### config.mk
export PLATFORM = sky130hd
export DESIGN_NAME = sm4_job_arbiter_flat
export DESIGN_NICKNAME = d
export VERILOG_FILES = /design/src/rtl/sm4_pkg.sv /design/src/rtl/sm4_job_arbiter_if.sv /design/src/rtl/sm4_rr_pick.sv /design/src/rtl/sm4_job_arbiter.sv /design/src/flat_wrapper.sv
export SDC_FILE = /design/constraint.sdc
export NUM_CORES = 1
export LEC_CHECK = 0
export ABC_AREA = 1
export CORE_AREA = 2 2 608 610
export DETAILED_ROUTE_END_ITERATION = 10
export DIE_AREA = 0 0 610 612
export DONT_BUFFER_PORTS = 1
export PLACE_DENSITY = 0.3
export RECOVER_POWER = 25
export SYNTH_ARGS = -nofsm -noshare
export SYNTH_HDL_FRONTEND = slang
export SYNTH_SLANG_ARGS = --single-unit
### constraint.sdc
create_clock -name CLK -period 2.5 [get_ports CLK]
set_input_delay 0.75 -clock CLK [delete_from_list [all_inputs] [get_ports CLK]]
set_output_delay 0.75 -clock CLK [all_outputs]
set_load 0.1 [all_outputs]
### src/rtl/sm4_pkg.sv
// Shared definitions for the SM4 job arbiter: FSM state codes, block width
// and the standard SM4 reference vector.
package sm4_pkg;

  localparam int SM4_BLK_W = 128;

  localparam logic [2:0] IDLE  = 3'd0;
  localparam logic [2:0] GRANT = 3'd1;
  localparam logic [2:0] CLR   = 3'd2;
  localparam logic [2:0] RUN   = 3'd3;
  localparam logic [2:0] RESP  = 3'd4;

  typedef enum logic [2:0] {
    S_IDLE  = IDLE,
    S_GRANT = GRANT,
    S_CLR   = CLR,
    S_RUN   = RUN,
    S_RESP  = RESP
  } state_e;

  localparam logic [SM4_BLK_W-1:0] KEY = 128'h0123456789abcdeffedcba9876543210;
  localparam logic [SM4_BLK_W-1:0] PT  = 128'h0123456789abcdeffedcba9876543210;
  localparam logic [SM4_BLK_W-1:0] CT  = 128'h681edf34d206965e86b3e94f536e4246;

endpackage

### src/rtl/sm4_job_arbiter_if.sv
// Job-port, response-port and core-port bundle of the SM4 job arbiter.
// slave = arbiter view; master = requesters, response consumer and core.
interface sm4_job_arbiter_if #(
  parameter int NREQ = 4,
  parameter int IDW  = 2
);
  logic [NREQ-1:0]     REQ_VALID;
  logic [NREQ-1:0]     REQ_READY;
  logic [NREQ*128-1:0] REQ_DATA;
  logic [NREQ*128-1:0] REQ_KEY;
  logic                RSP_VALID;
  logic                RSP_READY;
  logic [127:0]        RSP_DATA;
  logic [IDW-1:0]      RSP_ID;
  logic                RSP_ERR;
  logic                BUSY;
  logic                CORE_RST_N;
  logic                CORE_EN;
  logic [127:0]        CORE_IN_DATA;
  logic [127:0]        CORE_IN_KEY;
  logic [127:0]        CORE_OUT_DATA;
  logic                CORE_OUT_READY;

  modport slave (
    input  REQ_VALID, REQ_DATA, REQ_KEY, RSP_READY, CORE_OUT_DATA, CORE_OUT_READY,
    output REQ_READY, RSP_VALID, RSP_DATA, RSP_ID, RSP_ERR, BUSY,
           CORE_RST_N, CORE_EN, CORE_IN_DATA, CORE_IN_KEY
  );

  modport master (
    output REQ_VALID, REQ_DATA, REQ_KEY, RSP_READY, CORE_OUT_DATA, CORE_OUT_READY,
    input  REQ_READY, RSP_VALID, RSP_DATA, RSP_ID, RSP_ERR, BUSY,
           CORE_RST_N, CORE_EN, CORE_IN_DATA, CORE_IN_KEY
  );
endinterface

### src/rtl/sm4_rr_pick.sv
// Combinational round-robin picker: first set request strictly after ptr_i,
// wrapping modulo NREQ, so the last winner has lowest priority.
module sm4_rr_pick #(
  parameter int NREQ = 4,
  parameter int IDW  = 2
) (
  input  logic [NREQ-1:0] req_i,
  input  logic [IDW-1:0]  ptr_i,
  output logic [NREQ-1:0] gnt_o,
  output logic [IDW-1:0]  idx_o,
  output logic            any_o
);

  logic           found;
  logic [IDW-1:0] pos;

  // NOTE: every variable assigned in always_comb gets a default first so no path leaves it unassigned (no latch).
  always_comb begin
    gnt_o = '0;
    idx_o = '0;
    found = 1'b0;
    pos   = '0;
    for (int k = 1; k <= NREQ; k++) begin
      pos = IDW'((int'(ptr_i) + k) % NREQ);
      if (!found && req_i[pos]) begin
        found      = 1'b1;
        gnt_o[pos] = 1'b1;
        idx_o      = pos;
      end
    end
  end

  assign any_o = |req_i;

endmodule

### src/rtl/sm4_job_arbiter.sv
// Shares one SM4 core between NREQ requesters: round-robin grant, pulsed core
// reset, bounded wait for the core, then an ID-tagged response.
module sm4_job_arbiter
  import sm4_pkg::*;
#(
  parameter int NREQ       = 4,
  parameter int IDW        = 2,
  parameter int CLR_CYCLES = 2,
  parameter int TIMEOUT    = 64
) (
  input logic               CLK,
  input logic               RST_N,
  sm4_job_arbiter_if.slave  bus
);

  localparam int CNT_W = $clog2(TIMEOUT + CLR_CYCLES + 1);

  state_e                 state_q, state_d;
  logic [NREQ-1:0]        gnt_q, gnt_d;
  logic [IDW-1:0]         win_q, win_d;
  logic [IDW-1:0]         ptr_q, ptr_d;
  logic [IDW-1:0]         rsp_id_q, rsp_id_d;
  logic [CNT_W-1:0]       cnt_q, cnt_d;
  logic [SM4_BLK_W-1:0]   in_data_q, in_data_d;
  logic [SM4_BLK_W-1:0]   in_key_q, in_key_d;
  logic [SM4_BLK_W-1:0]   rsp_data_q, rsp_data_d;
  logic                   rsp_valid_q, rsp_valid_d;
  logic                   rsp_err_q, rsp_err_d;
  logic                   core_rst_n_q, core_rst_n_d;
  logic                   core_en_q, core_en_d;

  logic [NREQ-1:0]        pick_gnt;
  logic [IDW-1:0]         pick_idx;
  logic                   pick_any;
  logic [SM4_BLK_W-1:0]   sel_data, sel_key;

  // The pick is registered in IDLE and presented in GRANT, so REQ_READY never
  // depends combinationally on REQ_VALID.
  sm4_rr_pick #(.NREQ(NREQ), .IDW(IDW)) u_pick (
    .req_i (bus.REQ_VALID),
    .ptr_i (ptr_q),
    .gnt_o (pick_gnt),
    .idx_o (pick_idx),
    .any_o (pick_any)
  );

  always_comb begin
    sel_data = '0;
    sel_key  = '0;
    for (int k = 0; k < NREQ; k++) begin
      if (win_q == IDW'(k)) begin
        sel_data = bus.REQ_DATA[k*SM4_BLK_W +: SM4_BLK_W];
        sel_key  = bus.REQ_KEY[k*SM4_BLK_W +: SM4_BLK_W];
      end
    end
  end

  always_comb begin
    state_d     = state_q;
    gnt_d       = '0;
    win_d       = win_q;
    ptr_d       = ptr_q;
    cnt_d       = cnt_q;
    in_data_d   = in_data_q;
    in_key_d    = in_key_q;
    rsp_valid_d = rsp_valid_q;
    rsp_data_d  = rsp_data_q;
    rsp_id_d    = rsp_id_q;
    rsp_err_d   = rsp_err_q;

    unique case (state_q)
      S_IDLE: begin
        if (pick_any) begin
          gnt_d   = pick_gnt;
          win_d   = pick_idx;
          state_d = S_GRANT;
        end
      end
      S_GRANT: begin
        // Winner may have withdrawn since the pick; then nothing is taken.
        if (|(bus.REQ_VALID & gnt_q)) begin
          in_data_d = sel_data;
          in_key_d  = sel_key;
          ptr_d     = win_q;
          cnt_d     = CNT_W'(CLR_CYCLES - 1);
          state_d   = S_CLR;
        end else begin
          state_d = S_IDLE;
        end
      end
      S_CLR: begin
        if (cnt_q == '0) begin
          state_d = S_RUN;
        end else begin
          cnt_d = cnt_q - 1'b1;
        end
      end
      S_RUN: begin
        if (bus.CORE_OUT_READY) begin
          rsp_data_d  = bus.CORE_OUT_DATA;
          rsp_err_d   = 1'b0;
          rsp_id_d    = ptr_q;
          rsp_valid_d = 1'b1;
          state_d     = S_RESP;
        end else if (cnt_q == CNT_W'(TIMEOUT - 1)) begin
          rsp_data_d  = '0;
          rsp_err_d   = 1'b1;
          rsp_id_d    = ptr_q;
          rsp_valid_d = 1'b1;
          state_d     = S_RESP;
        end else begin
          cnt_d = cnt_q + 1'b1;
        end
      end
      S_RESP: begin
        if (bus.RSP_READY) begin
          rsp_valid_d = 1'b0;
          state_d     = S_IDLE;
        end
      end
      default: state_d = S_IDLE;
    endcase

    // Core controls follow the next state so they come straight from flops.
    core_rst_n_d = (state_d == S_RUN);
    core_en_d    = (state_d == S_CLR) || (state_d == S_RUN);
  end

  // NOTE: sequential state uses non-blocking assignments so every flop samples pre-edge values.
  always_ff @(posedge CLK or negedge RST_N) begin
    if (!RST_N) begin
      state_q      <= S_IDLE;
      gnt_q        <= '0;
      win_q        <= '0;
      ptr_q        <= IDW'(NREQ - 1);
      cnt_q        <= '0;
      in_data_q    <= '0;
      in_key_q     <= '0;
      rsp_valid_q  <= 1'b0;
      rsp_data_q   <= '0;
      rsp_id_q     <= '0;
      rsp_err_q    <= 1'b0;
      core_rst_n_q <= 1'b0;
      core_en_q    <= 1'b0;
    end else begin
      state_q      <= state_d;
      gnt_q        <= gnt_d;
      win_q        <= win_d;
      ptr_q        <= ptr_d;
      cnt_q        <= cnt_d;
      in_data_q    <= in_data_d;
      in_key_q     <= in_key_d;
      rsp_valid_q  <= rsp_valid_d;
      rsp_data_q   <= rsp_data_d;
      rsp_id_q     <= rsp_id_d;
      rsp_err_q    <= rsp_err_d;
      core_rst_n_q <= core_rst_n_d;
      core_en_q    <= core_en_d;
    end
  end

  assign bus.REQ_READY    = gnt_q;
  assign bus.RSP_VALID    = rsp_valid_q;
  assign bus.RSP_DATA     = rsp_data_q;
  assign bus.RSP_ID       = rsp_id_q;
  assign bus.RSP_ERR      = rsp_err_q;
  assign bus.BUSY         = (state_q != S_IDLE);
  assign bus.CORE_RST_N   = core_rst_n_q;
  assign bus.CORE_EN      = core_en_q;
  assign bus.CORE_IN_DATA = in_data_q;
  assign bus.CORE_IN_KEY  = in_key_q;

endmodule

### src/flat_wrapper.sv
// flat-port wrapper written by rule: the top's interface ports become plain ports
module sm4_job_arbiter_flat import sm4_pkg::*;
#(
  parameter int NREQ       = 4,
  parameter int IDW        = 2,
  parameter int CLR_CYCLES = 2,
  parameter int TIMEOUT    = 64
)
  (CLK, RST_N, bus_REQ_VALID, bus_REQ_DATA, bus_REQ_KEY, bus_RSP_READY, bus_CORE_OUT_DATA, bus_CORE_OUT_READY, bus_REQ_READY, bus_RSP_VALID, bus_RSP_DATA, bus_RSP_ID, bus_RSP_ERR, bus_BUSY, bus_CORE_RST_N, bus_CORE_EN, bus_CORE_IN_DATA, bus_CORE_IN_KEY);
  sm4_job_arbiter_if #(.NREQ(NREQ), .IDW(IDW)) bus_i ();
  input logic CLK;
  input logic RST_N;
  input wire logic [$bits(bus_i.REQ_VALID)-1:0] bus_REQ_VALID;
  input wire logic [$bits(bus_i.REQ_DATA)-1:0] bus_REQ_DATA;
  input wire logic [$bits(bus_i.REQ_KEY)-1:0] bus_REQ_KEY;
  input wire logic [$bits(bus_i.RSP_READY)-1:0] bus_RSP_READY;
  input wire logic [$bits(bus_i.CORE_OUT_DATA)-1:0] bus_CORE_OUT_DATA;
  input wire logic [$bits(bus_i.CORE_OUT_READY)-1:0] bus_CORE_OUT_READY;
  output wire logic [$bits(bus_i.REQ_READY)-1:0] bus_REQ_READY;
  output wire logic [$bits(bus_i.RSP_VALID)-1:0] bus_RSP_VALID;
  output wire logic [$bits(bus_i.RSP_DATA)-1:0] bus_RSP_DATA;
  output wire logic [$bits(bus_i.RSP_ID)-1:0] bus_RSP_ID;
  output wire logic [$bits(bus_i.RSP_ERR)-1:0] bus_RSP_ERR;
  output wire logic [$bits(bus_i.BUSY)-1:0] bus_BUSY;
  output wire logic [$bits(bus_i.CORE_RST_N)-1:0] bus_CORE_RST_N;
  output wire logic [$bits(bus_i.CORE_EN)-1:0] bus_CORE_EN;
  output wire logic [$bits(bus_i.CORE_IN_DATA)-1:0] bus_CORE_IN_DATA;
  output wire logic [$bits(bus_i.CORE_IN_KEY)-1:0] bus_CORE_IN_KEY;
  assign bus_i.REQ_VALID = bus_REQ_VALID;
  assign bus_i.REQ_DATA = bus_REQ_DATA;
  assign bus_i.REQ_KEY = bus_REQ_KEY;
  assign bus_i.RSP_READY = bus_RSP_READY;
  assign bus_i.CORE_OUT_DATA = bus_CORE_OUT_DATA;
  assign bus_i.CORE_OUT_READY = bus_CORE_OUT_READY;
  assign bus_REQ_READY = bus_i.REQ_READY;
  assign bus_RSP_VALID = bus_i.RSP_VALID;
  assign bus_RSP_DATA = bus_i.RSP_DATA;
  assign bus_RSP_ID = bus_i.RSP_ID;
  assign bus_RSP_ERR = bus_i.RSP_ERR;
  assign bus_BUSY = bus_i.BUSY;
  assign bus_CORE_RST_N = bus_i.CORE_RST_N;
  assign bus_CORE_EN = bus_i.CORE_EN;
  assign bus_CORE_IN_DATA = bus_i.CORE_IN_DATA;
  assign bus_CORE_IN_KEY = bus_i.CORE_IN_KEY;
  sm4_job_arbiter #(.NREQ(NREQ), .IDW(IDW), .CLR_CYCLES(CLR_CYCLES), .TIMEOUT(TIMEOUT)) u_core (.CLK(CLK), .RST_N(RST_N), .bus(bus_i));
endmodule
Word level (Yosys, flattened, before mapping). Index checks and enable logic that the tools add are counted.

Add/sub/neg operators: 6. Eq/ne operators: 16. Magnitude comparators: 8. Reductions and logical operators: 25. Mux-type cells: 58. Bitwise logic cells: 4.

Operator list (number): 128-bit 2-to-1 mux (10); 7-bit 2-to-1 mux (4); 4-bit 2-to-1 mux (6); 7-bit case mux with 3 select lines (1); 1-bit 2-to-1 mux (15); 3-bit 2-to-1 mux (5); 3-bit case mux with 5 select lines (1); 2-bit 2-to-1 mux (7); 3-bit by 2-bit == test with 1-bit output, second input constant (4); 2-bit by 3-bit less-than comparator with 1-bit output, second input constant (4); 4-bit OR (3); 1-bit binary-select mux with 2-bit select (4); 1-bit demux with 2-bit select (4); 2-bit by 1-bit greater-or-equal comparator with 1-bit output, second input constant (4); 2-bit inequality test, second input constant (4); 4-bit OR reduction (2); 7-bit by 1-bit adder with 7-bit output, second input constant (1); 7-bit by 6-bit == test with 1-bit output, second input constant (1); 1-bit logical AND (7); 7-bit zero test (1); 7-bit by 1-bit subtractor with 7-bit output, second input constant (1); 2-bit AND reduction (3); 3-bit nonzero test (2); 5-bit AND reduction (1); other kinds (16) (22).

Output and inout bits: 395. Register bits: 408.

Logic depth before layout (Yosys ltp).
Depth in word-level cells: 15. Depth in mapped cells: 13. Depth with buffers taken out: 13.

Hierarchy. From an unflattened synthesis, not the netlist that was laid out.

Cell total of the unflattened synthesis: 2809. Area, all modules: 21729.6 um2.

By module, submodules not included: sm4_job_arbiter (times used 1, cells an instance 2723, area each 21201.6 um2, seq. area each 10212.3 um2); sm4_rr_pick (times used 1, cells an instance 86, area each 528.0 um2, seq. area each 0.0 um2).

Worst setup path after synthesis. OpenSTA, ideal clock, no wires.

Path kind: register -> register. Start: register u_core.gnt_q[0], in the netlist u_core.bus.REQ_READY[0]. End: register u_core.in_data_q[100], in the netlist u_core.bus.CORE_IN_DATA[100]. Setup time: 0.132 ns. Stages on the path, launching flop included: 12. Data arrival time: 2.022 ns. Clock period less this slack: 2.154 ns. Path slack: 0.346 ns. Data required time: 2.368 ns. Path through: dfrtp_1 -> nand2_1 -> nand2_1 -> nor2_2 -> nor2_4 -> inv_2 -> buf_6 -> buf_6 -> buf_6 -> buf_6 -> nand2_1 -> o21ai_1.

Word-level cells in the longest chain between the ends: 3.

Ends and longest elaborated chain: from (decl) (RTL line sm4_job_arbiter.sv:19) `logic [NREQ-1:0] gnt_q, gnt_d;`; from (signal assigned) (RTL line sm4_job_arbiter.sv:147) `gnt_q <= gnt_d;`; 4-bit AND (RTL line sm4_job_arbiter.sv:81) `if (|(bus.REQ_VALID & gnt_q)) begin`; 4-bit OR reduction (RTL line sm4_job_arbiter.sv:81); 2-bit AND reduction (no source line); to (signal assigned) (RTL line sm4_job_arbiter.sv:151) `in_data_q <= in_data_d;`; to (decl) (RTL line sm4_job_arbiter.sv:24) `logic [SM4_BLK_W-1:0] in_data_q, in_data_d;`.

No other way between the ends. A chain may end at the register's enable or synchronous reset.

Worst setup path after layout.
Start: register u_core.win_q[1]. End: register u_core.in_key_q[91], in the netlist u_core.bus.CORE_IN_KEY[91].

Word-level cells in the longest chain between the ends: 5. Elaborated cells between the ends (all ways): 8. Classes of those cells: 3 x eq/ne; 4 x mux; 1 x reduce/logical.

Ends and longest elaborated chain: from (decl) (RTL line sm4_job_arbiter.sv:20) `logic [IDW-1:0] win_q, win_d;`; from (signal assigned) (RTL line sm4_job_arbiter.sv:148) `win_q <= win_d;`; 2-bit zero test (RTL line sm4_job_arbiter.sv:51) `if (win_q == IDW'(k)) begin`; 128-bit 2-to-1 mux (3 in series) (RTL line sm4_job_arbiter.sv:51); 128-bit 2-to-1 mux * (RTL line sm4_job_arbiter.sv:51); to (signal assigned) (RTL line sm4_job_arbiter.sv:152) `in_key_q <= in_key_d;`; to (decl) (RTL line sm4_job_arbiter.sv:25) `logic [SM4_BLK_W-1:0] in_key_q, in_key_d;`.

Mark *: on every way between the ends. The rest lies on a longest branch, timed or not.

==> impl_metrics.py <==
metrics = {
    "global_routing": {
        "grt_max_degree": 409,
        "overflow": 0,
        "grt_antenna_before_repair": 349,
        "grt_pass1_wl_um": 374000,
        "first_global_vias": 25000,
        "grt_usage_pct": 16.2,
    },
    "place": {
        "post_dp_cell_area_sq_um": 31600,
        "port_buffers": 0,
        "gp_congestion": 0.953,
        "dpl.hpwl_um": 278000,
        "dp_cells": 7962,
    },
    "synth": {
        "ys_seq_area_share_pct": 46.3,
        "syn_nets": 3963,
        "syn_area_sq_um": 22100,
        "yosys.area_share.simple_pct": 22.2,
        "yosysUniqueCellTypes": 36,
        "ys.flop_type": "dfrtp_1",
        "synth_compound_area_share_pct": 23.3,
        "syn_area_per_cell_sq_um": 7.91,
        "synth_fa_ha_area_share_pct": 0.828,
        "synth-xor-area-share_pct": 0.199,
        "yosysWarnings": 0,
        "synthMuxAreaShare_pct": 0,
        "synth_top_family_by_area": "compound AO/OA/AOI/OAI gates",
        "syn_inst": 2789,
        "ys_ff_latch": 408,
        "synthArstFlopShare_pct": 100,
        "synth_edf_count": 0,
    },
    "critical_path": {
        "endpoint_kind": "flip-flop",
        "cp_max_fo": 42,
        "critical_path_class": "reg2reg",
        "crit_path_start_kind": "flip-flop",
        "crit_arrival_ns": 3.23,
        "crit_required_ns": 3.20,
    },
    "cells_and_area": {
        "final_common_cell": "nand2_1",
        "fillers": 42800,
        "fin_cells": 8290,
        "final_cell_mix": "774 x nand2_1, 522 x o21ai_0, 512 x buf_4",
        "design_area_sq_um": 35700,
        "fin_nets": 4506,
        "drive_gt1_share_pct": 22.1,
        "syn_to_final_growth_pct": 61.8,
        "utilization_pct": 9.72,
    },
    "route": {
        "drc": 0,
        "route.detailed.wl_per_inst_um": 38.1,
        "wirelength_um": 316000,
        "vias_per_cell": 3.23,
        "ant_nets": 0,
        "dr.pass1.iters": 6,
        "first_iter_violations": 2868,
        "num_vias": 26700,
    },
    "timing": {
        "tightest_slew_ns": 3.42,
        "hold_violations": 161,
        "fin_ws_ns": -0.0305,
        "drv_slew": 255,
        "skew_ns": 0.0794,
        "timing.hold.ws_ns": -0.341,
        "finalWorstPathRequiredPeriod_ns": 2.53,
        "slew_headroom_pct": -128,
        "timing.fmax_mhz": 395,
        "fin_crit_sh_pct": 101,
        "setup_viol": 1,
        "rsz0062_at_grt": "yes",
    },
    "power_and_ir_drop": {
        "clock_power_share_pct": 14.6,
        "pwr-share-comb_pct": 69.9,
        "p_leak_uw": 0.0144,
        "powerDensity_nw_per_um2": 2100,
        "swShare_pct": 64.2,
        "intPower_uw": 26800,
        "switchingPower_uw": 48100,
        "seqPwrFrac_pct": 15.5,
        "ir_drop_mv": 0.651,
        "total_power_uw": 74900,
    },
    "clock_network": {
        "htreeDepth": 3,
        "cts_max_path_buffers": 4,
        "clkSinkCount": 408,
        "clockRootBuffer": "clkbuf_16",
        "clk-insertion-delay-late_ns": 0.80,
        "cts_buffers": 72,
        "cts_hold_buffers": 122,
        "cts_tree": "built",
        "clk_pin_slew_ns": 0.07,
    },
    "floorplanning": {
        "coreArea_sq_um": 367000,
        "dieArea_sq_um": 373000,
        "rows": 223,
        "boundaryPins": 1555,
        "start_util_pct": 6.01,
        "die_w_um": 610,
        "die_y_um": 612,
    },
    "status": {
        "status": "finished with violations",
        "violations": "hold timing, slew limit, setup timing",
    },
    "worst_hold_path": {
        "min_path_type": "in2async",
    },
    "run": {
        "maxCapViolCount": 0,
    },
}
logic make-up (layout without fill, tap and decap cells):
| family | Yosys count | count (layout) |
|---|---|---|
| AOI/OAI and AO/OA | 925 | 925 |
| xor gates and xnor gates | 5 | 5 |
| DFF | 408 | 408 |
| and+or+nand+nor | 1165 | 1165 |
| adders and majority gates | 14 | 14 |
| other | 0 | 68 |
| buffers and inverters | 272 | 868 |
per-layer routing:
metal | vias to the layer above | share of wire, % | wire length (um) | global-route usage (%)
met5 | - | 0.46 | 1470 | 0
met4 | 216 | 2.9 | 9220 | 3.64
met3 | 729 | 14 | 43300 | 9.51
met2 | 1904 | 46 | 146000 | 26.8
met1 | 13000 | 37 | 116000 | 17.8
li1 | 10900 | - | - | -
power groups by stage:
stage	Sequential (uW)	Combinational (uW)	Clock, uW
after global placement	11700	52500	0
after global routing	11900	54900	11600
after floorplan	31400	11700	0
after CTS	11600	53200	11400
final	11600	52400	10900
after detailed placement	11700	52500	0
worst max-delay path, cell delays in order, from the launching register on:
cell and delay (ns):
dfrtp_4 0.54, buf_12 0.22, buf_4 0.32, o21ai_0 0.86, nand3_1 0.13, o21ai_0 0.18, o21ai_1 0.09
synth_stat cells (2+ instances only):
master | instances | area [sq um]
ha_1 | 13 | 163
xor2_1 | 4 | 35.0
dfrtp_1 | 406 | 10200
buf_2 | 30 | 150
inv_2 | 3 | 11.3
nand3_1 | 346 | 1730
a22o_1 | 128 | 1120
a21oi_1 | 7 | 35.0
buf_6 | 58 | 653
nand2_1 | 776 | 2910
a21boi_0 | 5 | 37.5
dfstp_2 | 2 | 52.6
nor3_1 | 7 | 35.0
buf_4 | 24 | 180
nor2_4 | 4 | 45.0
a31oi_1 | 2 | 12.5
buf_1 | 2 | 7.51
o21ai_0 | 541 | 2710
o21ai_1 | 240 | 1200
nor2_1 | 17 | 63.8
inv_1 | 35 | 131
nand4_1 | 8 | 50.1
clkbuf_1 | 118 | 443
path summary, 6_finish.rpt:
path | start | to | slack [ns] | cells after the start
worst min-delay path | RST_N | u_core.bus.REQ_READY[2] | -0.34 | 0
worst max register to register | u_core.win_q[1] | u_core.bus.CORE_IN_KEY[91] | -0.03 | 6
worst min register to register | u_core.bus.CORE_IN_KEY[20] | u_core.bus.CORE_IN_KEY[20] | 0.49 | 2
max in group asynchronous | RST_N | u_core.bus.CORE_IN_DATA[61] | 0.09 | 0
min in group CLK | bus_CORE_OUT_DATA[49] | u_core.bus.RSP_DATA[49] | 0.09 | 1
worst max-delay path | u_core.win_q[1] | u_core.bus.CORE_IN_KEY[91] | -0.03 | 6
metrics by stage:
step / TNS (ns) / setup WS, ns
after floorplan: 0 / 0.346
after global routing: -0.0236 / -0.0236
after detailed placement: -0.415 / -0.132
after global placement: -0.402 / -0.130
final: -0.0305 / -0.0305
after CTS: -0.0671 / -0.0671
final cells by class:
class | instances | area [sq um] | share of cell area [%]
inverters | 40 | 184 | 0.516
repair buffers | 700 | 6280 | 17.6
diodes | 68 | 170 | 0.477
well taps | 4837 | 6050 | 17.0
flip-flops and latches | 408 | 10300 | 28.8
multi-input cells | 2109 | 10300 | 28.9
clock buffers | 99 | 2090 | 5.87
repair inverters | 1 | 8.76 | 0.0245
clock inverters | 28 | 333 | 0.933
state kept, by name, summed over array words and instances (netlist names), 2 cells and up:
| signal | count |
|---|---|
| u_core.state_q | 3 |
| u_core.win_q | 2 |
| u_core.bus.RSP_DATA | 128 |
| u_core.cnt_q | 7 |
| u_core.ptr_q | 2 |
| u_core.bus.RSP_ID | 2 |
| u_core.bus.CORE_IN_KEY | 128 |
| u_core.bus.REQ_READY | 4 |
| u_core.bus.CORE_IN_DATA | 128 |
what timing repair did:
item | CTS | global route
endpoints found under the hold margin | 530 | 408
gates cloned | 1 | 0
setup endpoints to repair | 27 | 6
resized for setup | 32 | 5
pin swaps | 1 | 0
setup buffers | 8 | 2
Note: power is estimated with default switching activity, not from simulation.
